### src/rtl/shift_seq_ctrl.sv
// Framed WIDTH-bit shift sequencer: parallel-load/MSB-first transmit or serial receive into dout.
// A request takes WIDTH+2 cycles from acceptance back to IDLE; start is ignored while busy, abort cancels.
module shift_seq_ctrl #(
  parameter int WIDTH = 4
) (
  input  logic             clk,
  input  logic             rst_n,
  input  logic             start,
  input  logic             mode,
  input  logic             abort,
  input  logic [WIDTH-1:0] din,
  input  logic             serial_in,
  output logic             serial_out,
  output logic             serial_valid,
  output logic [WIDTH-1:0] dout,
  output logic             busy,
  output logic             done
);

  localparam int CW = $clog2(WIDTH);
  localparam logic [CW-1:0] LAST = CW'(WIDTH - 1);

  typedef enum logic [1:0] {
    IDLE  = 2'd0,
    SHIFT = 2'd1,
    DONE  = 2'd2
  } state_t;

  state_t          state;
  state_t          state_nxt;
  logic [WIDTH-1:0] shreg;
  logic [CW-1:0]    cnt;
  logic             mode_q;

  always_ff @(posedge clk) begin
    if (!rst_n) begin
      state <= IDLE;
    end else begin
      state <= state_nxt;
    end
  end

  always_comb begin
    state_nxt = state;
    case (state)
      IDLE:    if (start && !abort) state_nxt = SHIFT;
      SHIFT: begin
        if (abort)            state_nxt = IDLE;
        else if (cnt == LAST) state_nxt = DONE;
      end
      DONE:    state_nxt = IDLE;
      default: state_nxt = IDLE;
    endcase
  end

  // Datapath: shreg, bit counter, latched mode and the receive result.
  always_ff @(posedge clk) begin
    if (!rst_n) begin
      shreg  <= '0;
      cnt    <= '0;
      mode_q <= 1'b0;
      dout   <= '0;
    end else begin
      case (state)
        IDLE: begin
          if (start && !abort) begin
            mode_q <= mode;
            cnt    <= '0;
            shreg  <= mode ? '0 : din;
          end
        end
        SHIFT: begin
          if (abort) begin
            cnt <= '0;
          end else begin
            shreg <= {shreg[WIDTH-2:0], mode_q ? serial_in : 1'b0};
            if (cnt == LAST) begin
              cnt <= '0;
              if (mode_q) dout <= {shreg[WIDTH-2:0], serial_in};
            end else begin
              cnt <= cnt + CW'(1);
            end
          end
        end
        default: begin
        end
      endcase
    end
  end

  assign busy         = (state != IDLE);
  assign done         = (state == DONE);
  assign serial_valid = (state == SHIFT) && !mode_q;
  assign serial_out   = serial_valid & shreg[WIDTH-1];

endmodule

### config.mk
export PLATFORM = sky130hd
export DESIGN_NAME = shift_seq_ctrl
export DESIGN_NICKNAME = d
export VERILOG_FILES = /design/src/rtl/shift_seq_ctrl.sv
export SDC_FILE = /design/constraint.sdc
export NUM_CORES = 1
export LEC_CHECK = 0
export ABC_AREA = 0
export CORE_MARGIN = 10
export CORE_UTILIZATION = 40
export CTS_CLUSTER_SIZE = 28
export DETAILED_ROUTE_END_ITERATION = 7
export PLACE_DENSITY_LB_ADDON = 0.08
export SLEW_MARGIN = 20
export SYNTH_ARGS = -nofsm -noshare
export SYNTH_HDL_FRONTEND = slang
export SYNTH_SLANG_ARGS = --single-unit
### constraint.sdc
create_clock -name clk -period 1.3 [get_ports clk]
set_clock_uncertainty 0.2 [all_clocks]
set_input_delay 0.13 -clock clk [delete_from_list [all_inputs] [get_ports clk]]
set_output_delay 0.13 -clock clk [all_outputs]
set_load 0.05 [all_outputs]
==> metrics.cfg <==
[sta]
finalHoldViolCount = 0
fmax_mhz = 654
layout_min_cycle_time_ns = 1.53
slew_violations = 0
worst_slew_pin_slew_ns = 0.322
rsz0062_at_grt = true
period_share_pct = 118
whs_ns = 0.269
maxSlewHeadroom_pct = 78.5
setup_viol = 16
setup_ws_ns = -0.229

[synthesis]
yosysTopAreaCellShare_pct = 41.2
synth_top_family_by_area = simple AND/OR/NAND/NOR gates
syn_area_per_cell_um2 = 9.03
yosys.area_share.xor_xnor_pct = 0
synth_area_leaders = dfxtp_1, nand2_1, mux2i_1
synth_edf_count = 0
synthArstFlopShare_pct = 0
ys_ff_latch = 13
syn-cell-area_um2 = 632
synth.area.mux_share_pct = 6.34
yosysUniqueCellTypes = 27
ys.flop_type = dfxtp_1
synth_fa_ha_area_share_pct = 1.98
synthSimpleGateAreaFrac_pct = 33.9
synth_compound_area_share_pct = 12.9
synth_common_cells = dfxtp_1, nand2_1, a21oi_1, mux2i_1
netlist_instances = 70
ys.warnings.count = 0
ys_seq_area_share_pct = 41.2
yosysTopAreaCell = dfxtp_1
synth_nets = 81

[outcome]
status = finished, violations left
violations = setup timing

[setup_path]
cp_cell_sequence = buf_6, nand2b_4, nor2_4, and2_4, buf_12
arrival_ns = 1.20
worst_setup_path_end_kind = output port
critPathRequiredTime_ns = 0.97
start_kind = flip-flop
critPathBufInv = 2
worst-setup-path-type = reg -> out
path_delay_family = flip-flops
worstPathMaxFanout = 5
crit_slowest_cell = dfxtp_4
slowest_delay_ns = 0.38

[final_layout]
fin_cells = 122
nets = 118
register_area_um2 = 268
final_util_pct = 77.7
fillerInstances = 102
drive_above_1_share_pct = 52.8
area_growth_pct = 85.3
multiInputGateArea_um2 = 458
insertedDiodeCount = 0
final_cell_area_um2 = 1170

[floorplan]
die_h_um = 59.7
die_w_um = 59.7
core_um2 = 1510
die_area_um2 = 3570
ioPinCount = 18
num_rows = 14
start_util_pct = 41.9

[place]
dpl_worst_slack_ns = -0.447
placed_area_um2 = 1000
gp_congestion = 0.765
portBuffers = 17
dpl.cell_count = 114
dpl.hpwl_mm = 1.40

[route]
vias = 659
wl_per_cell_um = 16.2
drt-initial-drc-count = 11
drt_wl_total_mm = 1.97
drt_first_pass_iters = 4
drc_errors = 0
vias_per_cell = 5.40
postRouteAntennaNets = 0

[clocking]
cts_buffers = 3
postCtsHoldBufs = 0
clkSinkCount = 13
cts_tree = done
cts_buffer_depth = 2
cts_max_level = 1
clkTransAtPathRegs_ns = 0.08
insertion_delay_ns = 0.28
clockRootBuffer = clkbuf_4

[global_route]
grt_util_met1_pct = 12.2
grt_pass1_wl_mm = 3.33
grtUsageTotal_pct = 12.2
met3_usage_pct = 5.93
met2_usage_pct = 21.6
grt_max_degree = 11
first_global_vias = 683
overflow = 0
grt_busiest_layer = met2
antenna_found_initial = 0

[worst_hold_path]
hold_class = in -> reg

[flow_run]
maxCapViolCount = 0

[power]
power_density_nw_per_um2 = 752
leakagePower_uw = 0.000445
irDropWorstVdd_mv = 0.508

==> state kept, by name, summed over array words and instances, names as in the netlist <==
signal  count
dout        4
shreg       4
cnt         2
state       2
mode_q      1
==> where the power goes <==
group | total (uW) | leakage (uW) | internal (uW) | switching (uW)
logic | 205 | 0.000323 | 116 | 88.6
clock network | 251 | 0.0000150 | 119 | 132
registers | 424 | 0.000107 | 409 | 15.7
==> cells by family after synthesis <==
kind of cell | after synthesis
buffers and inverters | 4
DFF | 13
and+or+nand+nor | 36
muxes | 4
AOI/OAI and AO/OA | 12
adders and majority gates | 1
==> metal layers <==
metal	part of all wire, %	vias up
met3	7.0	2
met4	0.46	0
li1	-	326
met2	56	13
met1	37	318
met5	0	-
==> worst register-to-register path, stage by stage, from the launching register on <==
cell      delay (ns)
dfxtp_4         0.38
buf_6           0.10
nand2b_4        0.07
buf_6           0.13
or4_4           0.42
a21oi_2         0.13
==> final cells by class <==
type	count	area share [%]
inverter	1	0.321
sequential	13	22.9
tap	16	1.71
clock buffer	4	2.24
timing repair buffer	35	33.8
multi-input combinational	53	39.1
==> per-stage QoR <==
stage	power, uW	setup TNS [ns]
6_report	881	-2.40
2_1_floorplan	512	-0.629
5_1_grt	930	-3.09
3_5_place_dp	599	-4.31
3_3_place_gp	596	-4.05
4_1_cts	867	-2.22
==> path summary, 6_finish.rpt <==
| kind | start | slack (ns) | cells past startpoint | end |
|---|---|---|---|---|
| worst max-delay path | state[0] | -0.23 | 5 | serial_out |
| worst min-delay path | din[2] | 0.27 | 3 | shreg[2] |
| worst max register to register | state[0] | -0.20 | 5 | cnt[0] |
| worst min register to register | shreg[0] | 0.29 | 2 | dout[1] |
==> cell usage in the layout, fill, tap and decap left out, drive strengths merged <==
cell and n:
nand4b 1, nor3b 2, o221a 1, and2 2
inv 1, clkdlybuf4s50 9, a21oi 6, and4bb 1
ha 1, buf 26, or2b 1, o211ai 1
or2 2, mux2i 4, nand3 1, nand3b 3
a311oi 3, clkbuf 4, nand2 13, or4b 1
nor2 3, or4 1, a31oi 1, dfxtp 13
nand2b 1, and3 2, and2b 2
==> repair_timing <==
action	in CTS	in global routing
endpoints found under the setup margin	16	16
buffers inserted	3	1
gates cloned	0	0
resized for setup	20	6
hold endpoints to repair	0	0
pin swaps	5	5
Power figures use the tool's default switching activity.
